**src/rtl/result_writeback.sv**
```systemverilog
// Packs pairs of 64-bit FPU results into 128-bit {first, second} words and writes them to data memory.
// Optional `RESULT_WB_COUNT_EN adds a saturating completed-write counter output wb_count.
`timescale 1ns/1ps
module result_writeback #(
  parameter int unsigned          ADDR_W     = 13,
  parameter int unsigned          FIFO_DEPTH = 4,
  parameter logic [ADDR_W-1:0]    BASE_ADDR  = '0
) (
  input  logic              clk,
  input  logic              rst,
  input  logic              stop,
  input  logic [63:0]       res,
  input  logic              res_valid,
  output logic              res_ready,
  output logic              mem_we,
  output logic [ADDR_W-1:0] mem_addr,
  output logic [127:0]      mem_wdata,
  input  logic              mem_ack,
  output logic              busy,
  output logic              flush_done
`ifdef RESULT_WB_COUNT_EN
  ,
  output logic [15:0]       wb_count
`endif
);

  localparam int unsigned PW = $clog2(FIFO_DEPTH);
  localparam int unsigned CW = PW + 1;

  typedef enum logic [1:0] {IDLE, HALF, WRITE, FLUSH} state_e;

  state_e              state_q, state_d;
  logic [63:0]         fifo_q [FIFO_DEPTH];
  logic [PW-1:0]       wr_ptr_q, rd_ptr_q;
  logic [CW-1:0]       count_q, count_d;
  logic                push_q;
  logic [63:0]         hi_q;
  logic [ADDR_W-1:0]   addr_q;
  logic [127:0]        wdata_q;
  logic                we_q, busy_q, flush_done_q, stop_done_q;

  logic                fifo_full, fifo_empty, avail, push, pop, ack_fire;
  logic [63:0]         head;

  assign fifo_full  = (count_q == CW'(FIFO_DEPTH));
  assign fifo_empty = (count_q == '0);
  // An entry becomes poppable one cycle after it is written (registered read side).
  assign avail      = (count_q != CW'(push_q));
  assign res_ready  = !rst && !fifo_full && !stop;
  assign push       = res_valid && res_ready;
  assign pop        = avail && ((state_q == IDLE) || (state_q == HALF));
  assign head       = fifo_q[rd_ptr_q];
  assign ack_fire   = we_q && mem_ack;

  always_comb begin
    state_d = state_q;
    count_d = count_q + CW'(push) - CW'(pop);
    unique case (state_q)
      IDLE:  if (avail) state_d = HALF;
      HALF: begin
        if (avail)                   state_d = WRITE;
        else if (stop && fifo_empty) state_d = FLUSH;
      end
      WRITE: if (ack_fire) state_d = IDLE;
      FLUSH: if (ack_fire) state_d = IDLE;
      default: state_d = IDLE;
    endcase
  end

  always_ff @(posedge clk) begin
    if (push) fifo_q[wr_ptr_q] <= res;
  end

  always_ff @(posedge clk) begin
    if (rst) begin
      state_q      <= IDLE;
      wr_ptr_q     <= '0;
      rd_ptr_q     <= '0;
      count_q      <= '0;
      push_q       <= 1'b0;
      hi_q         <= '0;
      addr_q       <= BASE_ADDR;
      wdata_q      <= '0;
      we_q         <= 1'b0;
      busy_q       <= 1'b0;
      flush_done_q <= 1'b0;
      stop_done_q  <= 1'b0;
    end else begin
      state_q      <= state_d;
      count_q      <= count_d;
      push_q       <= push;
      busy_q       <= (count_d != '0) || (state_d != IDLE);
      flush_done_q <= 1'b0;
      if (push) wr_ptr_q <= wr_ptr_q + PW'(1);
      if (pop)  rd_ptr_q <= rd_ptr_q + PW'(1);
      if (!stop) stop_done_q <= 1'b0;
      unique case (state_q)
        IDLE: begin
          if (avail) begin
            hi_q <= head;
          end else if (stop && fifo_empty && !stop_done_q) begin
            // Nothing to flush: report completion once per stop episode.
            flush_done_q <= 1'b1;
            stop_done_q  <= 1'b1;
          end
        end
        HALF: begin
          if (avail) begin
            wdata_q <= {hi_q, head};
            we_q    <= 1'b1;
          end else if (stop && fifo_empty) begin
            wdata_q <= {hi_q, 64'h0};
            we_q    <= 1'b1;
          end
        end
        WRITE: begin
          if (ack_fire) begin
            we_q   <= 1'b0;
            addr_q <= addr_q + ADDR_W'(1);
          end
        end
        FLUSH: begin
          if (ack_fire) begin
            we_q         <= 1'b0;
            addr_q       <= addr_q + ADDR_W'(1);
            flush_done_q <= 1'b1;
            stop_done_q  <= stop;
          end
        end
        default: ;
      endcase
    end
  end

  assign mem_we     = we_q;
  assign mem_addr   = addr_q;
  assign mem_wdata  = wdata_q;
  assign busy       = busy_q;
  assign flush_done = flush_done_q;

`ifdef RESULT_WB_COUNT_EN
  logic [15:0] wb_count_q;

  always_ff @(posedge clk) begin
    if (rst)                                      wb_count_q <= '0;
    else if (ack_fire && (wb_count_q != 16'hFFFF)) wb_count_q <= wb_count_q + 16'd1;
  end

  assign wb_count = wb_count_q;
`endif

endmodule
```
**config.mk**
```make
export PLATFORM = sky130hd
export DESIGN_NAME = result_writeback
export DESIGN_NICKNAME = d
export VERILOG_FILES = /design/src/rtl/result_writeback.sv
export SDC_FILE = /design/constraint.sdc
export NUM_CORES = 1
export LEC_CHECK = 0
export BUFFER_PORTS_ARGS = -buffer_cell sky130_fd_sc_hd__clkbuf_2
export CAP_MARGIN = 20
export CORE_ASPECT_RATIO = 1.75
export CORE_MARGIN = 2
export CORE_UTILIZATION = 54
export CTS_BUF_LIST = sky130_fd_sc_hd__clkbuf_8
export CTS_CLUSTER_DIAMETER = 80
export DETAILED_ROUTE_END_ITERATION = 6
export PLACE_DENSITY_LB_ADDON = 0.15
export SETUP_SLACK_MARGIN = 0.4
export SYNTH_ARGS = -nofsm -noshare
export SYNTH_HDL_FRONTEND = slang
export SYNTH_SLANG_ARGS = --single-unit
```
**constraint.sdc**
```tcl
create_clock -name clk -period 3.6 [get_ports clk]
set_clock_uncertainty 0.15 [all_clocks]
set_input_delay 0.72 -clock clk [delete_from_list [all_inputs] [get_ports clk]]
set_output_delay 0.72 -clock clk [all_outputs]
set_load 0.03 [all_outputs]
```
== Word-level counts from Yosys, hierarchy flattened ==
Memories as Yosys holds them, arrays and structs flattened. A register that Yosys moved wholly into a read port is not among the register bits.
Cells that the tools add are included.

* Flip-flop bits (word level): 219
* Memories kept: 1
* Bits of input ports: 69
* Latch bits: 0
* Bits in writable memories: 256
* Output and inout bits: 145
* Bits in read-only memories: 0

{| class="wikitable"
|+ Memory list
! memory !! words !! bits a word !! read ports !! clocked after memory_dff !! wr ports !! line !! RTL
|-
| fifo_q || 4 || 64 || 1 || 1 || 1 || 33 || <nowiki>logic [63:0] fifo_q [FIFO_DEPTH];</nowiki>
|}

* Shifts and indexed selects: 0
* Bitwise operators: 0
* Eq/ne operators: 7
* Reduce and logical (&&, ||, !) cells: 24
* Multiply operators: 0
* Add/sub/neg operators: 5
* Divide/modulo/power cells: 0
* Magnitude comparators: 0
* Muxes and demuxes: 24

{| class="wikitable"
|+ Operators with widths
! kind !! count
|-
| $mux 128 || 2
|-
| $add 13x1->13 const B || 1
|-
| $mux 1 || 12
|-
| $mux 2 || 6
|-
| $logic_and 1x1->1 || 7
|-
| $pmux 1 s2 || 3
|-
| $pmux 2 s3 || 1
|-
| $reduce_and 2->1 || 3
|-
| $reduce_bool 2->1 || 3
|-
| $add 2x1->2 const B || 2
|-
| $eq 2x2->1 const B || 2
|-
| $logic_not 1->1 || 4
|-
| $add 3x1->3 || 1
|-
| $eq 3x3->1 const B || 1
|-
| $logic_not 3->1 || 1
|-
| $ne 3x1->1 || 1
|-
| $ne 3x2->1 const B || 1
|-
| $reduce_and 3->1 || 1
|-
| $reduce_bool 3->1 || 1
|-
| $sub 3x1->3 || 1
|-
| $eq 2x1->1 const B || 1
|-
| $logic_not 2->1 || 1
|-
| $logic_or 1x1->1 || 2
|-
| $ne 2x1->1 const B || 1
|-
| $reduce_or 2->1 || 1
|}

== Depth between registers and ports, before layout ==
Gate-level depths: netlist (run 1).

* Depth in word-level cells: 9
* Gate-level depth with buffers: 14
* Depth with buffers taken out: 12

== Worst setup path after synthesis (run 1) ==
No wires, ideal clock.

* Path type: input -> register
* Start: input rst
* End: memory fifo_q[1][0], enable pin
* Setup time: 0.429 ns
* Data required time: 3.021 ns
* Stages on the path: 3
* Slack: 0.029 ns
* Arrival: 2.992 ns
* Path through: clkbuf_1 -> nor4b_2 -> and2_1

* Longest elaborated chain between the ends: 6

{| class="wikitable"
|+ Ends and longest elaborated chain
! what !! line !! RTL
|-
| start: declaration || 10 || <nowiki>input logic rst,</nowiki>
|-
| $logic_not 1->1 || 49 || <nowiki>assign res_ready = !rst && !fifo_full && !stop;</nowiki>
|-
| $logic_and 1x1->1 (2 in series) || 49 ||
|-
| $logic_and 1x1->1 || 50 || <nowiki>assign push = res_valid && res_ready;</nowiki>
|-
| $mux 1 || 71 || <nowiki>if (push) fifo_q[wr_ptr_q] <= res;</nowiki>
|-
| $mux 1 (not written as such) || 71 ||
|-
| end: declaration || 33 ||
|}

Every way passes these cells.

== Worst setup path in the final report (run 1) ==
* Start: register count_q[0]
* End: register busy_q (netlist: busy)

* Elaborated cells on any way between the ends: 18
* Classes of those cells: add/sub (2); eq/ne (2); mux (4); reduce/logical (10)

{| class="wikitable"
|+ RTL lines
! what !! line !! RTL
|-
| start: declaration || 35 || <nowiki>logic [CW-1:0] count_q, count_d;</nowiki>
|-
| start signal: assignment || 90 || <nowiki>count_q <= count_d;</nowiki>
|-
| $ne 3x1->1 || 48 || <nowiki>assign avail = (count_q != CW'(push_q));</nowiki>
|-
| $logic_and 1x1->1 || 51 || <nowiki>assign pop = avail && ((state_q == IDLE) || (state_q == HALF));</nowiki>
|-
| net pop || 42 || <nowiki>logic fifo_full, fifo_empty, avail, push, pop, ack_fire;</nowiki>
|-
| $sub 3x1->3 || 57 || <nowiki>count_d = count_q + CW'(push) - CW'(pop);</nowiki>
|-
| $reduce_bool 3->1 || 92 || <nowiki>busy_q <= (count_d != '0) || (state_d != IDLE);</nowiki>
|-
| $logic_or 1x1->1 || 92 ||
|-
| end signal: assignment || 92 ||
|-
| end: declaration || 40 || <nowiki>logic we_q, busy_q, flush_done_q, stop_done_q;</nowiki>
|}

The timed path passes the listed nets, and every way through them passes these cells.
A chain may end at the register's enable or synchronous reset.

==> results of run 1 <==
## per-layer routing
metal  vias up  GRT usage, %  share of wire [%]
li1       5364             -                  -
met1      5744          29.6                 38
met2       368          41.8                 52
met4         0          11.5                3.5
met5         -             0                  0
met3        78          4.37                6.0
## registers in the layout, summed over array words and instances (netlist names), named ones only
name / count
stop_done_q: 1
mem_addr: 13
count_q: 3
mem_wdata: 128
flush_done: 1
state_q: 2
rd_ptr_q: 2
wr_ptr_q: 2
fifo_q: 256
mem_we: 1
busy: 1
push_q: 1
hi_q: 64
## cell usage after synthesis (all sizes together), types with 3 or more instances
cell type,count,area share (%)
a21oi,199,5.7
nor3,4,0.11
o21ai,135,3.9
mux4,64,8.3
edfxtp,256,44
ha,12,0.86
buf,14,0.34
and2,5,0.18
and3,3,0.11
inv,10,0.21
nand4,5,0.18
dfxtp,221,25
xnor2,5,0.25
clkbuf,88,1.9
nor3b,3,0.13
xor2,9,0.45
nor2,16,0.34
o21a,3,0.13
nand2,195,4.2
nand3,71,2.0
or3,4,0.14
## layout make-up
cell class	instances	area [um^2]
diodes	7	17.5
clock buffers	78	1070
clock inverters	43	259
fillers	2536	11600
inverters	10	40.0
multi-input cells	757	5000
flip-flops and latches	477	12100
well taps	400	500
repair buffers	240	1370
## worst max-delay path by stage
stage / startpoint / to / cells past startpoint
2_1_floorplan: rst / busy$_SDFF_PP0_ / 10
5_1_grt: count_q[0]$_SDFF_PP0_ / busy$_SDFF_PP0_ / 10
3_5_place_dp: stop / busy$_SDFF_PP0_ / 10
6_report: count_q[0]$_SDFF_PP0_ / busy$_SDFF_PP0_ / 10
3_3_place_gp: stop / busy$_SDFF_PP0_ / 10
4_1_cts: count_q[0]$_SDFF_PP0_ / busy$_SDFF_PP0_ / 10
## worst max-delay path, stage by stage (launching register included)
cell and delay (ps):
dfxtp_1 380, xnor2_1 600, a21oi_4 110, nand2b_1 180
ha_1 270, inv_1 40, ha_1 180, fa_1 380
xnor2_1 210, and3_1 190, a31oi_1 80
## metrics by stage
stage / instance area [um^2] / total power, mW / hold slack [ps]
after floorplan: 17500 / 10.3 / 287
after global placement: 19000 / 11.8 / 292
after detailed placement: 19000 / 11.9 / 297
after CTS: 20300 / 16.0 / 131
after global routing: 20400 / 16.7 / 156
final: 20400 / 15.9 / 173
## cell families after synthesis
| group | Yosys count |
|---|---|
| flops | 477 |
| compound gates | 348 |
| simple gates | 316 |
| buf+inv | 112 |
| mux | 66 |
| xor+xnor | 14 |
| fa+ha+maj | 13 |
## where the power goes
group	switching, mW	internal (mW)	total (mW)
logic	3.01	1.59	4.59
clock network	1.97	2.20	4.17
registers	0.644	6.49	7.14
total	5.62	10.3	15.9
==> metrics.txt, run 1 <==
# TYPE chip_impl_metric gauge
chip_impl_info{name="outcome",value="finished, final reports clean"} 1
chip_impl_metric{name="yosys.area_share.adder",unit="%"} 0.974
chip_impl_metric{name="clk-insertion-delay-late",unit="ps"} 620
chip_impl_metric{name="htreeDepth",unit=""} 3
chip_impl_metric{name="timing.final.crit_share",unit="%"} 81.0
chip_impl_metric{name="place_congestion",unit=""} 0.773
chip_impl_metric{name="first_global_vias",unit=""} 11600
chip_impl_metric{name="cts-buffers-inserted",unit=""} 68
chip_impl_metric{name="routed_via_count_divided_by_cell_count",unit=""} 5.74
chip_impl_info{name="layout.cells.most_common",value="edfxtp_1"} 1
chip_impl_metric{name="stdcell_count",unit=""} 2012
chip_impl_metric{name="synthesis.nets",unit=""} 1428
chip_impl_info{name="min_from",value="res[45]"} 1
chip_impl_metric{name="synthesis.instances",unit=""} 1346
chip_impl_metric{name="total_of_endpoints_with_negative_setup_slack_in_the_final_report",unit=""} 0
chip_impl_metric{name="drt_iter0_drc",unit=""} 684
chip_impl_info{name="hold_class",value="in2reg"} 1
chip_impl_metric{name="worstRegToRegCells",unit=""} 10
chip_impl_info{name="layout.cells.most_common_list",value="256 x edfxtp_1, 219 x dfxtp_1, 212 x clkbuf_2"} 1
chip_impl_metric{name="worst_hold_path_cell_count",unit=""} 1
chip_impl_metric{name="row_count",unit=""} 87
chip_impl_metric{name="fin_util",unit="%"} 63.7
chip_impl_metric{name="design.core.area",unit="um^2"} 32000
chip_impl_metric{name="global_route.overflow_total",unit=""} 0
chip_impl_metric{name="relSlewSlack",unit="%"} 32.3
chip_impl_info{name="ys_dominant_reg_cell",value="edfxtp_1"} 1
chip_impl_info{name="synth_top_family_by_area",value="compound AO/OA/AOI/OAI gates"} 1
chip_impl_metric{name="timing.final.ws_setup",unit="ps"} 684
chip_impl_info{name="worstSetupStartpointType",value="flop"} 1
chip_impl_metric{name="post_route_cells_drive_above_1_share",unit="%"} 25.5
chip_impl_metric{name="floorplan.die_area",unit="um^2"} 33900
chip_impl_metric{name="cts-hold-fix-buffers",unit=""} 0
chip_impl_info{name="clockRootBuffer",value="clkbuf_8"} 1
chip_impl_metric{name="pre_cts_slack",unit="ps"} 632
chip_impl_metric{name="initial_utilization",unit="%"} 54.6
chip_impl_metric{name="syn-cell-area",unit="um^2"} 17500
chip_impl_metric{name="ys_ff_latch",unit=""} 477
chip_impl_metric{name="vias",unit=""} 11600
chip_impl_metric{name="drt.antenna.violating_nets",unit=""} 0
chip_impl_info{name="critical_path.reg2reg.endpoint",value="busy$_SDFF_PP0_"} 1
chip_impl_metric{name="dr.pass1.iters",unit=""} 5
chip_impl_metric{name="synth_async_sr_flop_share",unit="%"} 0
chip_impl_metric{name="synth-edff-count",unit=""} 256
chip_impl_metric{name="antenna_found_initial",unit=""} 6
chip_impl_metric{name="drc",unit=""} 0
chip_impl_metric{name="routed_wire_length_per_instance",unit="um"} 20.3
chip_impl_metric{name="synth_sequential_area_ratio",unit="%"} 69.3
chip_impl_info{name="grt_setup_unrepaired",value="false"} 1
chip_impl_metric{name="synth_warnings",unit=""} 0
chip_impl_metric{name="regToRegSetupSlack",unit="ps"} 680
chip_impl_metric{name="power_density",unit="nW/um^2"} 780
chip_impl_metric{name="die_x_extent",unit="um"} 140
chip_impl_metric{name="final_max_slew_viol_count",unit=""} 0
chip_impl_metric{name="cts-resized-gates",unit=""} 0
chip_impl_metric{name="final_net_count",unit=""} 1636
chip_impl_metric{name="worst_path_clk_slew",unit="ps"} 70
chip_impl_metric{name="yosys.cell_types.count",unit=""} 44
chip_impl_metric{name="largest_net_degree_at_the_start_of_global_routing",unit=""} 221
chip_impl_metric{name="finalWorstPathRequiredPeriod",unit="ps"} 2920
chip_impl_metric{name="ctsLongestPathBuffers",unit=""} 3
chip_impl_metric{name="crit_required",unit="ps"} 3910
chip_impl_metric{name="tritoncts_num_sinks",unit=""} 477
chip_impl_metric{name="finalSetupTns",unit="ps"} 0
chip_impl_metric{name="worst_ir_drop_vdd",unit="uV"} 648
chip_impl_info{name="worstHoldEndpoint",value="fifo_q[2][45]$_DFFE_PP_"} 1
chip_impl_metric{name="synth-compound-area-share",unit="%"} 10.3
chip_impl_metric{name="slew_worst_pin",unit="ps"} 1020
chip_impl_info{name="clock_tree_from_tritoncts",value="built"} 1
chip_impl_metric{name="synthMuxAreaShare",unit="%"} 8.37
chip_impl_metric{name="synth_simple_gate_area_share",unit="%"} 7.89
chip_impl_info{name="crit-reg2reg-launch",value="count_q[0]$_SDFF_PP0_"} 1
chip_impl_info{name="worst_setup_path_end_kind",value="flop"} 1
chip_impl_metric{name="area_growth",unit="%"} 16.7
chip_impl_metric{name="grt_pass1_wl",unit="mm"} 63.9
chip_impl_metric{name="buffer_ports.inserted",unit=""} 213
chip_impl_metric{name="synth-xor-area-share",unit="%"} 0.702
chip_impl_metric{name="height_of_the_chip",unit="um"} 242
chip_impl_metric{name="postCtsSetupRepairBufs",unit=""} 0
chip_impl_metric{name="dp_cells",unit=""} 1883
chip_impl_metric{name="clock.fmax",unit="GHz"} 0.343
chip_impl_metric{name="dp_hpwl",unit="mm"} 23.9
chip_impl_metric{name="synth.avg_cell_area",unit="um^2"} 13.0
chip_impl_metric{name="num_io_pins",unit=""} 214
chip_impl_metric{name="crit_path_max_fanout",unit=""} 7
chip_impl_metric{name="grtUsageTotal",unit="%"} 24.3
chip_impl_info{name="path_class",value="reg2reg"} 1
chip_impl_metric{name="drt_wl_total",unit="mm"} 40.8
chip_impl_metric{name="timing.max_cap.violations",unit=""} 0
chip_impl_metric{name="timing.final.hold_violations",unit=""} 0
chip_impl_metric{name="leakagePower",unit="nW"} 7.31
chip_impl_metric{name="critPathArrivalTime",unit="ps"} 3220
(Power assumes the default switching activity.)
==> run 2, diff against run 1 <==
clock period = 2.35 ns   (was 3.6 ns; I/O delays follow)
==> metrics.txt, run 2 (synthesis results as in run 1) <==
# TYPE chip_impl_metric gauge
chip_impl_metric{name="timing.max_cap.violations",unit=""} 0
chip_impl_metric{name="timing.final.crit_share",unit="%"} 108
chip_impl_metric{name="ctsLongestPathBuffers",unit=""} 3
chip_impl_info{name="critical_path.reg2reg.endpoint",value="busy$_SDFF_PP0_"} 1
chip_impl_metric{name="routed_wire_length_per_instance",unit="um"} 20.2
chip_impl_metric{name="height_of_the_chip",unit="um"} 242
chip_impl_metric{name="initial_utilization",unit="%"} 54.6
chip_impl_info{name="violations",value="setup timing"} 1
chip_impl_info{name="worst_setup_path_end_kind",value="flop"} 1
chip_impl_metric{name="buffer_ports.inserted",unit=""} 213
chip_impl_info{name="worstSetupStartpointType",value="flop"} 1
chip_impl_metric{name="largest_net_degree_at_the_start_of_global_routing",unit=""} 104
chip_impl_metric{name="dr.pass1.iters",unit=""} 5
chip_impl_metric{name="clk-insertion-delay-late",unit="ps"} 610
chip_impl_info{name="hold_class",value="in2reg"} 1
chip_impl_metric{name="drt_iter0_drc",unit=""} 669
chip_impl_metric{name="combPwrFrac",unit="%"} 33.3
chip_impl_metric{name="place_area",unit="um^2"} 19400
chip_impl_metric{name="finalSetupTns",unit="ps"} -267
chip_impl_info{name="min_from",value="rst"} 1
chip_impl_metric{name="pre_cts_slack",unit="ps"} -226
chip_impl_info{name="clock_tree_from_tritoncts",value="built"} 1
chip_impl_metric{name="worst_ir_drop_vdd",unit="uV"} 1460
chip_impl_metric{name="vias",unit=""} 12000
chip_impl_metric{name="htreeDepth",unit=""} 3
chip_impl_metric{name="tritoncts_num_sinks",unit=""} 477
chip_impl_metric{name="post_route_cells_drive_above_1_share",unit="%"} 27.8
chip_impl_metric{name="grt_pass1_wl",unit="mm"} 65.9
chip_impl_metric{name="drt.antenna.violating_nets",unit=""} 0
chip_impl_info{name="clockRootBuffer",value="clkbuf_8"} 1
chip_impl_metric{name="finalWorstPathRequiredPeriod",unit="ps"} 2530
chip_impl_metric{name="seq_power_share",unit="%"} 41.6
chip_impl_metric{name="antenna_found_initial",unit=""} 4
chip_impl_info{name="regMostFlops",value="fifo_q"} 1
chip_impl_metric{name="num_io_pins",unit=""} 214
chip_impl_metric{name="timing.final.ws_setup",unit="ps"} -183
chip_impl_metric{name="global_route.overflow_total",unit=""} 0
chip_impl_metric{name="total_of_endpoints_with_negative_setup_slack_in_the_final_report",unit=""} 2
chip_impl_info{name="crit-reg2reg-launch",value="count_q[2]$_SDFF_PP0_"} 1
chip_impl_metric{name="slew_worst_pin",unit="ps"} 819
chip_impl_metric{name="critPathArrivalTime",unit="ps"} 2900
chip_impl_metric{name="dp_hpwl",unit="mm"} 24.2
chip_impl_metric{name="design.core.area",unit="um^2"} 32000
chip_impl_metric{name="floorplan.die_area",unit="um^2"} 33900
chip_impl_metric{name="cellInternalPower",unit="mW"} 16.6
chip_impl_metric{name="drt_wl_total",unit="mm"} 42.7
chip_impl_metric{name="cts-buffers-inserted",unit=""} 67
chip_impl_metric{name="final.fill_count",unit=""} 2386
chip_impl_info{name="layout.cells.most_common",value="edfxtp_1"} 1
chip_impl_metric{name="worst_hold_path_cell_count",unit=""} 3
chip_impl_metric{name="routed_via_count_divided_by_cell_count",unit=""} 5.69
chip_impl_metric{name="p_switching",unit="mW"} 9.08
chip_impl_metric{name="netSwitchingFraction",unit="%"} 35.3
chip_impl_metric{name="power",unit="mW"} 25.7
chip_impl_info{name="worstHoldEndpoint",value="push_q$_SDFF_PP0_"} 1
chip_impl_metric{name="grtUsageTotal",unit="%"} 24.9
chip_impl_metric{name="pwr-share-clk",unit="%"} 25.2
chip_impl_metric{name="area_growth",unit="%"} 25.6
chip_impl_metric{name="final_net_count",unit=""} 1737
chip_impl_metric{name="place_congestion",unit=""} 0.792
chip_impl_info{name="grt_setup_unrepaired",value="true"} 1
chip_impl_metric{name="relSlewSlack",unit="%"} 45.4
chip_impl_metric{name="leakagePower",unit="nW"} 7.95
chip_impl_metric{name="crit_required",unit="ps"} 2720
chip_impl_metric{name="row_count",unit=""} 87
chip_impl_metric{name="final_max_slew_viol_count",unit=""} 0
chip_impl_metric{name="regToRegSetupSlack",unit="ps"} -180
chip_impl_metric{name="drc",unit=""} 0
chip_impl_metric{name="die_x_extent",unit="um"} 140
chip_impl_info{name="outcome",value="finished, violations left"} 1
chip_impl_metric{name="fin_util",unit="%"} 68.6
chip_impl_metric{name="power_density",unit="nW/um^2"} 1170
chip_impl_metric{name="worst_path_clk_slew",unit="ps"} 60
chip_impl_metric{name="first_global_vias",unit=""} 12300
chip_impl_metric{name="fin_area",unit="um^2"} 21900
chip_impl_metric{name="worstRegToRegCells",unit=""} 11
chip_impl_metric{name="largest_reg_flops",unit=""} 256
chip_impl_metric{name="timing.final.hold_violations",unit=""} 0
chip_impl_info{name="layout.cells.most_common_list",value="256 x edfxtp_1, 214 x dfxtp_1, 211 x clkbuf_2"} 1
chip_impl_metric{name="clock.fmax",unit="GHz"} 0.395
chip_impl_metric{name="crit_path_max_fanout",unit=""} 3
chip_impl_info{name="path_class",value="reg2reg"} 1
[run 2: repair_timing]
action,CTS,global route
pin swaps,8,8
endpoints found under the setup margin,422,444
hold buffers,64,0
setup buffers,5,3
cloned,8,2
gates resized for setup,23,25
endpoints found under the hold margin,256,0
[run 2: through the flow]
step	instances	hold slack [ps]
2_1_floorplan	1346	287
3_3_place_gp	1904	292
6_report	2113	75.4
5_1_grt	2113	55.7
4_1_cts	2105	41.6
3_5_place_dp	1904	297
[run 2: final cells by class]
| type | instances | area [um^2] | share of cell area (%) |
|---|---|---|---|
| Clock inverter | 45 | 277 | 1.26 |
| Inverter | 10 | 40.0 | 0.183 |
| Timing Repair Buffer | 341 | 2760 | 12.6 |
| Multi-Input combinational cell | 758 | 5150 | 23.5 |
| Antenna cell | 3 | 7.51 | 0.0342 |
| Clock buffer | 79 | 1090 | 4.96 |
| Sequential cell | 477 | 12100 | 55.3 |
| Tap cell | 400 | 500 | 2.28 |
[run 2: worst max path at each step]
| stage | depth (start not counted) | slack [ps] | start | to |
|---|---|---|---|---|
| 2_1_floorplan | 10 | -290 | rst | busy$_SDFF_PP0_ |
| 3_3_place_gp | 10 | -190 | stop | busy$_SDFF_PP0_ |
| 3_5_place_dp | 4 | -230 | rst | mem_addr[6]$_SDFFE_PP0P_ |
| 4_1_cts | 11 | -220 | count_q[2]$_SDFF_PP0_ | busy$_SDFF_PP0_ |
| 5_1_grt | 11 | -300 | count_q[2]$_SDFF_PP0_ | busy$_SDFF_PP0_ |
| 6_report | 11 | -180 | count_q[2]$_SDFF_PP0_ | busy$_SDFF_PP0_ |
[run 2: per-layer routing]
layer	track usage, %	vias up	part of all wire (%)
met2	43.6	438	52
met5	0	-	0.030
met4	9.65	2	2.9
met1	30.5	5926	38
li1	-	5569	-
met3	4.61	78	6.4
[run 2: critical path, stage by stage, from the launching register on]
cell and delay [ps]:
dfxtp_2 330, buf_4 130, or2_4 240, o21ai_4 190, nand2b_4 80, ha_4 260, inv_2 30, ha_4 140
fa_2 530, nor2_1 40, and3_1 170, a31oi_1 150
[run 2: power by group through the flow]
stage | Clock, mW | Combinational [mW] | Sequential [mW]
5_1_grt | 6.94 | 9.21 | 10.8
3_3_place_gp | 0 | 7.67 | 10.8
2_1_floorplan | 0 | 4.39 | 11.6
6_report | 6.47 | 8.55 | 10.7
3_5_place_dp | 0 | 7.78 | 10.8
4_1_cts | 6.61 | 8.16 | 10.7
